===== config.mk =====
export PLATFORM = sky130hd
export DESIGN_NAME = spi_master_xfer_ctrl_flat
export DESIGN_NICKNAME = d
export VERILOG_FILES = /design/src/rtl/spi_master_xfer_ctrl_if.sv /design/src/rtl/spi_master_xfer_ctrl.sv /design/src/flat_wrapper.sv
export SDC_FILE = /design/constraint.sdc
export NUM_CORES = 1
export LEC_CHECK = 0
export CAP_MARGIN = 40
export CORE_ASPECT_RATIO = 1.75
export CORE_MARGIN = 2
export CORE_UTILIZATION = 50
export DETAILED_ROUTE_END_ITERATION = 10
export PLACE_DENSITY = 0.86
export SKIP_LAST_GASP = 1
export SLEW_MARGIN = 20
export SYNTH_ARGS = -nofsm -noshare
export SYNTH_HDL_FRONTEND = slang
export SYNTH_SLANG_ARGS = --single-unit

===== constraint.sdc =====
create_clock -name PCLK -period 2.4 [get_ports PCLK]
set_clock_uncertainty 0.05 [all_clocks]
set_input_delay 0.48 -clock PCLK [delete_from_list [all_inputs] [get_ports PCLK]]
set_output_delay 0.48 -clock PCLK [all_outputs]
set_load 0.02 [all_outputs]

===== src/rtl/spi_master_xfer_ctrl_if.sv =====
// Signal bundle between the APB register block / baud generator and the SPI
// transfer controller. The controller uses the slave view, its environment the master view.
interface spi_master_xfer_ctrl_if #(
    parameter int DATA_W = 8
);
    logic              spe_i;
    logic              mstr_i;
    logic              spiswai_i;
    logic [1:0]        spi_mode_i;
    logic              cpol_i;
    logic              cpha_i;
    logic              lsbfe_i;
    logic              send_data_i;
    logic [DATA_W-1:0] data_mosi_i;
    logic [11:0]       BaudRateDivisor_i;
    logic              mosi_send_sclk_i;
    logic              mosi_send_sclk0_i;
    logic              miso_receive_sclk_i;
    logic              miso_receive_sclk0_i;
    logic              miso_i;
    logic              ss_o;
    logic              mosi_o;
    logic              tip_o;
    logic              receive_data_o;
    logic [DATA_W-1:0] data_miso_o;

    modport slave (
        input  spe_i, mstr_i, spiswai_i, spi_mode_i, cpol_i, cpha_i, lsbfe_i,
               send_data_i, data_mosi_i, BaudRateDivisor_i,
               mosi_send_sclk_i, mosi_send_sclk0_i,
               miso_receive_sclk_i, miso_receive_sclk0_i, miso_i,
        output ss_o, mosi_o, tip_o, receive_data_o, data_miso_o
    );

    modport master (
        output spe_i, mstr_i, spiswai_i, spi_mode_i, cpol_i, cpha_i, lsbfe_i,
               send_data_i, data_mosi_i, BaudRateDivisor_i,
               mosi_send_sclk_i, mosi_send_sclk0_i,
               miso_receive_sclk_i, miso_receive_sclk0_i, miso_i,
        input  ss_o, mosi_o, tip_o, receive_data_o, data_miso_o
    );
endinterface


===== src/rtl/spi_master_xfer_ctrl.sv =====
// Sequences one SPI master byte transfer: drives slave select, shifts MOSI on the
// baud generator's send flags, samples MISO on its receive flags, pulses completion.
module spi_master_xfer_ctrl #(
    parameter int DATA_W = 8,
    parameter int HOLD_W = 16
) (
    input logic                   PCLK,
    input logic                   PRESET_n,
    spi_master_xfer_ctrl_if.slave bus
);
    localparam int IDX_W = $clog2(DATA_W + 1);
    localparam int BIT_W = $clog2(DATA_W);

    typedef enum logic [1:0] {
        IDLE = 2'b00,
        XFER = 2'b01,
        DONE = 2'b10
    } state_t;

    state_t            state_q, state_d;
    logic [DATA_W-1:0] tx_q, tx_d, rx_q, rx_d, data_miso_q, data_miso_d;
    logic [HOLD_W-1:0] hold_q, hold_d, limit_s;
    logic [IDX_W-1:0]  tx_idx_q, tx_idx_d, rx_idx_q, rx_idx_d;
    logic              mosi_q, mosi_d, ss_q, ss_d, tip_q, tip_d, recv_q, recv_d;
    logic              active_s, sel0_s, send_s, rcv_s;

    // Shift index k -> physical bit position, honouring LSB/MSB-first order.
    function automatic logic [BIT_W-1:0] map_bit(input logic [IDX_W-1:0] k, input logic lsbfe);
        logic [BIT_W-1:0] kb;
        kb = k[BIT_W-1:0];
        if (lsbfe) begin
            map_bit = kb;
        end else begin
            map_bit = BIT_W'(DATA_W - 1) - kb;
        end
    endfunction

    assign active_s = bus.spe_i & bus.mstr_i &
                      ((bus.spi_mode_i == 2'b00) | ((bus.spi_mode_i == 2'b01) & ~bus.spiswai_i));
    assign sel0_s   = bus.cpol_i ^ bus.cpha_i;
    assign send_s   = sel0_s ? bus.mosi_send_sclk0_i   : bus.mosi_send_sclk_i;
    assign rcv_s    = sel0_s ? bus.miso_receive_sclk0_i : bus.miso_receive_sclk_i;
    // Last XFER cycle: ss stays low for exactly DATA_W*divisor clocks.
    assign limit_s  = HOLD_W'(DATA_W) * HOLD_W'(bus.BaudRateDivisor_i) - HOLD_W'(1);

    // Next-state and registered-output decode.
    always_comb begin
        state_d     = state_q;
        tx_d        = tx_q;
        rx_d        = rx_q;
        hold_d      = hold_q;
        tx_idx_d    = tx_idx_q;
        rx_idx_d    = rx_idx_q;
        mosi_d      = mosi_q;
        data_miso_d = data_miso_q;
        ss_d        = 1'b1;
        tip_d       = 1'b0;
        recv_d      = 1'b0;
        case (state_q)
            IDLE: begin
                if (bus.send_data_i && active_s) begin
                    state_d  = XFER;
                    tx_d     = bus.data_mosi_i;
                    rx_d     = '0;
                    hold_d   = '0;
                    rx_idx_d = '0;
                    ss_d     = 1'b0;
                    tip_d    = 1'b1;
                    if (!bus.cpha_i) begin
                        mosi_d   = bus.data_mosi_i[map_bit({IDX_W{1'b0}}, bus.lsbfe_i)];
                        tx_idx_d = IDX_W'(1);
                    end else begin
                        tx_idx_d = '0;
                    end
                end else begin
                    state_d = IDLE;
                end
            end
            XFER: begin
                if (!active_s) begin
                    state_d = IDLE;
                end else begin
                    hold_d = hold_q + HOLD_W'(1);
                    if (send_s && (tx_idx_q < IDX_W'(DATA_W))) begin
                        mosi_d   = tx_q[map_bit(tx_idx_q, bus.lsbfe_i)];
                        tx_idx_d = tx_idx_q + IDX_W'(1);
                    end else begin
                        tx_idx_d = tx_idx_q;
                    end
                    if (rcv_s && (rx_idx_q < IDX_W'(DATA_W))) begin
                        rx_d[map_bit(rx_idx_q, bus.lsbfe_i)] = bus.miso_i;
                        rx_idx_d = rx_idx_q + IDX_W'(1);
                    end else begin
                        rx_idx_d = rx_idx_q;
                    end
                    if (hold_q == limit_s) begin
                        state_d     = DONE;
                        recv_d      = 1'b1;
                        data_miso_d = rx_d;
                    end else begin
                        ss_d  = 1'b0;
                        tip_d = 1'b1;
                    end
                end
            end
            DONE: begin
                state_d = IDLE;
            end
            default: begin
                state_d = IDLE;
            end
        endcase
    end

    // State and output registers.
    always_ff @(posedge PCLK or negedge PRESET_n) begin
        if (!PRESET_n) begin
            state_q     <= IDLE;
            tx_q        <= '0;
            rx_q        <= '0;
            hold_q      <= '0;
            tx_idx_q    <= '0;
            rx_idx_q    <= '0;
            mosi_q      <= 1'b0;
            data_miso_q <= '0;
            ss_q        <= 1'b1;
            tip_q       <= 1'b0;
            recv_q      <= 1'b0;
        end else begin
            state_q     <= state_d;
            tx_q        <= tx_d;
            rx_q        <= rx_d;
            hold_q      <= hold_d;
            tx_idx_q    <= tx_idx_d;
            rx_idx_q    <= rx_idx_d;
            mosi_q      <= mosi_d;
            data_miso_q <= data_miso_d;
            ss_q        <= ss_d;
            tip_q       <= tip_d;
            recv_q      <= recv_d;
        end
    end

    assign bus.ss_o           = ss_q;
    assign bus.mosi_o         = mosi_q;
    assign bus.tip_o          = tip_q;
    assign bus.receive_data_o = recv_q;
    assign bus.data_miso_o    = data_miso_q;
endmodule


===== src/flat_wrapper.sv =====
// flat-port wrapper written by rule: the top's interface ports become plain ports
module spi_master_xfer_ctrl_flat 
#(
    parameter int DATA_W = 8,
    parameter int HOLD_W = 16
)
  (PCLK, PRESET_n, bus_spe_i, bus_mstr_i, bus_spiswai_i, bus_spi_mode_i, bus_cpol_i, bus_cpha_i, bus_lsbfe_i, bus_send_data_i, bus_data_mosi_i, bus_BaudRateDivisor_i, bus_mosi_send_sclk_i, bus_mosi_send_sclk0_i, bus_miso_receive_sclk_i, bus_miso_receive_sclk0_i, bus_miso_i, bus_ss_o, bus_mosi_o, bus_tip_o, bus_receive_data_o, bus_data_miso_o);
  spi_master_xfer_ctrl_if #(.DATA_W(DATA_W)) bus_i ();
  input logic PCLK;
  input logic PRESET_n;
  input wire logic [$bits(bus_i.spe_i)-1:0] bus_spe_i;
  input wire logic [$bits(bus_i.mstr_i)-1:0] bus_mstr_i;
  input wire logic [$bits(bus_i.spiswai_i)-1:0] bus_spiswai_i;
  input wire logic [$bits(bus_i.spi_mode_i)-1:0] bus_spi_mode_i;
  input wire logic [$bits(bus_i.cpol_i)-1:0] bus_cpol_i;
  input wire logic [$bits(bus_i.cpha_i)-1:0] bus_cpha_i;
  input wire logic [$bits(bus_i.lsbfe_i)-1:0] bus_lsbfe_i;
  input wire logic [$bits(bus_i.send_data_i)-1:0] bus_send_data_i;
  input wire logic [$bits(bus_i.data_mosi_i)-1:0] bus_data_mosi_i;
  input wire logic [$bits(bus_i.BaudRateDivisor_i)-1:0] bus_BaudRateDivisor_i;
  input wire logic [$bits(bus_i.mosi_send_sclk_i)-1:0] bus_mosi_send_sclk_i;
  input wire logic [$bits(bus_i.mosi_send_sclk0_i)-1:0] bus_mosi_send_sclk0_i;
  input wire logic [$bits(bus_i.miso_receive_sclk_i)-1:0] bus_miso_receive_sclk_i;
  input wire logic [$bits(bus_i.miso_receive_sclk0_i)-1:0] bus_miso_receive_sclk0_i;
  input wire logic [$bits(bus_i.miso_i)-1:0] bus_miso_i;
  output wire logic [$bits(bus_i.ss_o)-1:0] bus_ss_o;
  output wire logic [$bits(bus_i.mosi_o)-1:0] bus_mosi_o;
  output wire logic [$bits(bus_i.tip_o)-1:0] bus_tip_o;
  output wire logic [$bits(bus_i.receive_data_o)-1:0] bus_receive_data_o;
  output wire logic [$bits(bus_i.data_miso_o)-1:0] bus_data_miso_o;
  assign bus_i.spe_i = bus_spe_i;
  assign bus_i.mstr_i = bus_mstr_i;
  assign bus_i.spiswai_i = bus_spiswai_i;
  assign bus_i.spi_mode_i = bus_spi_mode_i;
  assign bus_i.cpol_i = bus_cpol_i;
  assign bus_i.cpha_i = bus_cpha_i;
  assign bus_i.lsbfe_i = bus_lsbfe_i;
  assign bus_i.send_data_i = bus_send_data_i;
  assign bus_i.data_mosi_i = bus_data_mosi_i;
  assign bus_i.BaudRateDivisor_i = bus_BaudRateDivisor_i;
  assign bus_i.mosi_send_sclk_i = bus_mosi_send_sclk_i;
  assign bus_i.mosi_send_sclk0_i = bus_mosi_send_sclk0_i;
  assign bus_i.miso_receive_sclk_i = bus_miso_receive_sclk_i;
  assign bus_i.miso_receive_sclk0_i = bus_miso_receive_sclk0_i;
  assign bus_i.miso_i = bus_miso_i;
  assign bus_ss_o = bus_i.ss_o;
  assign bus_mosi_o = bus_i.mosi_o;
  assign bus_tip_o = bus_i.tip_o;
  assign bus_receive_data_o = bus_i.receive_data_o;
  assign bus_data_miso_o = bus_i.data_miso_o;
  spi_master_xfer_ctrl #(.DATA_W(DATA_W), .HOLD_W(HOLD_W)) u_core (.PCLK(PCLK), .PRESET_n(PRESET_n), .bus(bus_i));
endmodule

# After elaboration in Yosys (flattened, before gate mapping)
# Cells that the tools add are included.
[word_totals] regBits=54 in_bits=36 out_inout_bits=12 elab_cells=107
[classes] addsub=6 magnitude_cmp=6 n_eq_ne=9 muxes=56 bitwise=6 reduce_logical=13
[op_table] op="$mux 3" n=12
[op_table] op="$mux 16" n=2
[op_table] op="$pmux 16 s2" n=1
[op_table] op="$mux 4" n=6
[op_table] op="$mux 8" n=3
[op_table] op="$mux 1" n=19
[op_table] op="$add 16x1->16 const B" n=1
[op_table] op="$eq 16x16->1" n=1
[op_table] op="$pmux 4 s2" n=2
[op_table] op="$pmux 8 s2" n=1
[op_table] op="$sub 15x1->16 const B" n=1
[op_table] op="$lt 3x4->1 const B" n=3
[op_table] op="$add 4x1->4 const B" n=2
[op_table] op="$bwmux 8" n=1
[op_table] op="$lt 4x4->1 const B" n=2
[op_table] op="$ne 2x1->1 const B" n=4
[op_table] op="$reduce_and 4->1" n=2
[op_table] op="$bmux 1 s3" n=2
[op_table] op="$pmux 1 s2" n=3
[op_table] op="$reduce_and 3->1" n=2
[op_table] op="$sub 3x3->3 const A" n=2
[op_table] op="$reduce_and 5->1" n=1
[op_table] op="$eq 2x1->1 const B" n=2
[op_table] op="$logic_and 1x1->1" n=4
[op_table] op="other kinds (13)" n=17

# Logic depth before layout (Yosys ltp)
[logic_depth] ltp_word=14 ltp_mapped=8 ltp_nobuf=8

# Worst setup path before layout
# OpenSTA, ideal clock, no wires.
[synth_timing] path_kind="input -> register" from="input port bus_BaudRateDivisor_i[0]" to="register u_core.data_miso_q[0] (netlist: u_core.bus.data_miso_o[0])" setup_ns=0.125 arrival_ns=2.304 t_required_ns=2.225 slack_ns=-0.079 cell_stages=8 n_path_buf=0 path_cell_list="inv_1 -> ha_1 -> nor4b_1 -> xor2_1 -> and4b_1 -> o2111ai_1 -> nor4_4 -> mux2_2"
[synth_via] elab_chain_cells=3
[synth_lines] item="start, declared" line="flat_wrapper.sv:20" source="input wire logic [$bits(bus_i.BaudRateDivisor_i)-1:0] bus_BaudRateDivisor_i;"
[synth_lines] item="$sub 15x1->16" line="spi_master_xfer_ctrl.sv:44" source="assign limit_s = HOLD_W'(DATA_W) * HOLD_W'(bus.BaudRateDivisor_i) - HOLD_W'(1);"
[synth_lines] item="$eq 16x16->1" line="spi_master_xfer_ctrl.sv:96" source="if (hold_q == limit_s) begin"
[synth_lines] item="$reduce_and 3->1 (no line)"
[synth_lines] item="end signal, assigned" line="spi_master_xfer_ctrl.sv:137" source="data_miso_q <= data_miso_d;"
[synth_lines] item="end, declared" line="spi_master_xfer_ctrl.sv:21" source="logic [DATA_W-1:0] tx_q, tx_d, rx_q, rx_d, data_miso_q, data_miso_d;"
# No other way between the ends.
# A chain may end at the register's enable or synchronous reset.

# Worst setup path after layout
[layout_timing] from="input port bus_cpol_i" to="register u_core.data_miso_q[0] (netlist: u_core.bus.data_miso_o[0])"
[layout_via] elab_chain_cells=4
[layout_lines] item="start, declared" line="flat_wrapper.sv:15" source="input wire logic [$bits(bus_i.cpol_i)-1:0] bus_cpol_i;"
[layout_lines] item="$xor 1x1->1" line="spi_master_xfer_ctrl.sv:40" source="assign sel0_s = bus.cpol_i ^ bus.cpha_i;"
[layout_lines] item="$mux 1" line="spi_master_xfer_ctrl.sv:42" source="assign rcv_s = sel0_s ? bus.miso_receive_sclk0_i : bus.miso_receive_sclk_i;"
[layout_lines] item="$logic_and 1x1->1" line="spi_master_xfer_ctrl.sv:90" source="if (rcv_s && (rx_idx_q < IDX_W'(DATA_W))) begin"
[layout_lines] item="$mux 8" line="spi_master_xfer_ctrl.sv:90"
# No other way between the ends.

==> flow_metrics.env <==
export IMPL_area_sequential_um2=1350
export IMPL_numCtsBuffers=5
export IMPL_status="complete, but fails checks"
export IMPL_rows=38
export IMPL_multi_input_area_um2=2020
export IMPL_fill_cells=436
export IMPL_port_buffers=47
export IMPL_synth_main_ff_cell="dfrtp_1"
export IMPL_cts_hold_buffers=0
export IMPL_gp_congestion=0.829
export IMPL_drc=0
export IMPL_wl_per_cell_um=17.4
export IMPL_synth_avg_cell_area_um2=9.60
export IMPL_ant_nets=0
export IMPL_cts_buffer_depth=2
export IMPL_ys_warn_count=0
export IMPL_die_y_um=110
export IMPL_slew_headroom_pct=58.3
export IMPL_synthCells=333
export IMPL_fp_dieW_um=64.4
export IMPL_area_growth_syn_to_layout_pct=40.4
export IMPL_layout_setup_ws_ps=-33.3
export IMPL_ir_drop_mv=0.463
export IMPL_drtIter0Drc=181
export IMPL_maxCapViolCount=0
export IMPL_power_leakage_uw=0.00196
export IMPL_overflow=0
export IMPL_synth_fp_nets=373
export IMPL_period_share_pct=101
export IMPL_vias=2952
export IMPL_synthArstFlopShare_pct=100
export IMPL_wl_mm=8.82
export IMPL_grt_pass1_wl_mm=13.8
export IMPL_place_hpwl_mm=5.89
export IMPL_critical_path_class="in -> reg"
export IMPL_setup_tns_ps=-68.0
export IMPL_startpoint_type="input port"
export IMPL_worstPathMaxFanout=4
export IMPL_synth_distinct_cells=48
export IMPL_ys_seq_area_share_pct=42.3
export IMPL_fin_util_pct=72.6
export IMPL_htreeDepth=2
export IMPL_cp_end_kind="flop"
export IMPL_clock_fmax_mhz=411
export IMPL_clkLatencyLatePin_ps=320
export IMPL_pre_cts_ws_ps=-662
export IMPL_drt_vias_per_instance=5.83
export IMPL_worst_pin_slew_ps=625
export IMPL_grt_pass1_vias=2996
export IMPL_cts_tree="done"
export IMPL_n_antenna_cell=0
export IMPL_hold_path_class="in -> async"
export IMPL_antenna_found_initial=0
export IMPL_dr_pass1_iters=4
export IMPL_cts_sinks=54
export IMPL_synthesis_area_um2=3200
export IMPL_cts_root_buf="clkbuf_8"
export IMPL_track_usage_pct=25.3
export IMPL_period_minus_slack_ps=2430
export IMPL_hold_violations=0
export IMPL_clkTransAtPathRegs_ps=100
export IMPL_power_density_nw_per_um2=441
export IMPL_io_pins=48
export IMPL_core_um2=6180
export IMPL_die_area_um2=7070
export IMPL_fin_nets=465
export IMPL_grt_max_degree=26
export IMPL_initial_core_util_pct=51.7
export IMPL_drive_gt1_share_pct=30.0
export IMPL_setup_viol=4
export IMPL_violations="setup timing"
export IMPL_whs_ps=113
export IMPL_ys_ff_latch=54
export IMPL_synth_edf_count=0
export IMPL_arrival_ps=2600
export IMPL_cp_required_ps=2570
export IMPL_drv_slew=0
layer usage:
metal  up-vias  routed length (um)  track usage, %
met4         0                 343            13.1
met3        29                 250            2.15
met2        87                5070            48.9
met1      1462                3150            26.7
met5         -                   0               0
li1       1374                   -               -
cell type report:
cell class | count | share of cell area, %
clock buffer | 5 | 1.53
clock inverter | 3 | 0.586
inverter | 12 | 1.00
multi-input combinational | 255 | 45.0
sequential | 54 | 30.1
tap | 80 | 2.23
timing repair buffer | 97 | 19.5
metrics by stage:
| step | cell area (um^2) | instances | power [uW] |
|---|---|---|---|
| floorplan | 3200 | 333 | 1200 |
| detailed placement | 4100 | 496 | 1400 |
| global placement | 4100 | 496 | 1380 |
| CTS | 4370 | 506 | 1960 |
| finish | 4490 | 506 | 1980 |
| global route | 4490 | 506 | 2070 |
registers in the layout, indices dropped and copies added (netlist names):
register,cells
u_core.bus.mosi_o,1
u_core.bus.data_miso_o,8
u_core.rx_q,8
u_core.tx_idx_q,4
u_core.bus.receive_data_o,1
u_core.bus.tip_o,1
u_core.rx_idx_q,4
u_core.tx_q,8
u_core.state_q,2
u_core.hold_q,16
u_core.bus.ss_o,1
critical path, stage by stage:
cell             delay (ps)
clkdlybuf4s50_1         460
xnor2_2                 240
mux2i_2                 440
nor3_1                  110
buf_4                   160
nor2b_2                 160
mux2_2                  290
mux2_4                  250
report_power, final:
part	switching [uW]	internal [uW]
registers	58.2	961
logic	192	220
clock network	332	215
total	582	1400
cell families (layout without fill, tap and decap cells):
family	count (synthesis)	count (layout)	synth area share (%)
muxes	31	31	10.7
xor gates and xnor gates	30	30	8.22
adders and majority gates	4	4	1.57
DFF	54	54	42.3
AOI/OAI and AO/OA	62	62	13.2
and+or+nand+nor	128	128	21.1
buffers and inverters	24	117	2.82
timing repair:
| action | CTS | global route |
|---|---|---|
| setup buffers | 2 | 0 |
| setup endpoints to repair | 13 | 16 |
| resized for setup | 46 | 30 |
| pin swaps | 16 | 11 |
synthesized netlist by cell type, types with 2 or more instances:
| master | count | area (um^2) |
|---|---|---|
| or2_2 | 2 | 12.5 |
| o2111ai_1 | 3 | 26.3 |
| ha_1 | 4 | 50.1 |
| xnor2_1 | 15 | 131 |
| a31oi_1 | 3 | 18.8 |
| or3_1 | 4 | 25.0 |
| nand4_1 | 11 | 68.8 |
| mux2i_1 | 5 | 50.1 |
| and2_1 | 6 | 37.5 |
| a21oi_1 | 9 | 45.0 |
| a21o_1 | 2 | 15.0 |
| clkbuf_1 | 12 | 45.0 |
| nor4_1 | 5 | 31.3 |
| nand3_1 | 11 | 55.1 |
| nor2_1 | 32 | 120 |
| a22o_1 | 10 | 87.6 |
| o21ai_0 | 18 | 90.1 |
| and3_1 | 2 | 12.5 |
| nor3b_1 | 2 | 15.0 |
| nand2_1 | 22 | 82.6 |
| o211ai_1 | 2 | 15.0 |
| nor3_1 | 11 | 55.1 |
| xor2_1 | 15 | 131 |
| a211oi_1 | 2 | 15.0 |
| o31ai_1 | 4 | 30.0 |
| nand2b_1 | 4 | 25.0 |
| dfrtp_1 | 53 | 1330 |
| mux2_2 | 26 | 293 |
| nor2b_1 | 8 | 50.1 |
| inv_1 | 12 | 45.0 |
layout by cell type (no fill, tap or decap), drive strengths merged, types with 8 or more instances in the layout:
master | netlist | final
clkdlybuf4s50 | 0 | 34
nand2 | 22 | 22
nor3 | 12 | 12
inv | 12 | 14
xnor2 | 15 | 15
nor2 | 32 | 32
nand3 | 11 | 11
a22o | 10 | 10
buf | 0 | 51
nand4 | 11 | 11
o21ai | 18 | 18
dfrtp | 53 | 53
xor2 | 15 | 15
mux2 | 26 | 26
a21oi | 9 | 9
nor2b | 8 | 8
final timing paths:
check | slack (ps) | startpoint | cells past startpoint | to
hold / removal | 110 | PRESET_n | 1 | u_core.tx_q[5]
min in group PCLK | 460 | u_core.rx_q[7] | 1 | u_core.rx_q[7]
hold reg to reg | 460 | u_core.rx_q[7] | 1 | u_core.rx_q[7]
max in group asynchronous | 1580 | PRESET_n | 2 | u_core.bus.ss_o
setup / recovery | -30 | bus_cpol_i | 8 | u_core.bus.data_miso_o[0]
setup reg to reg | 210 | u_core.hold_q[5] | 7 | u_core.bus.data_miso_o[3]
Power figures use the tool's default switching activity.
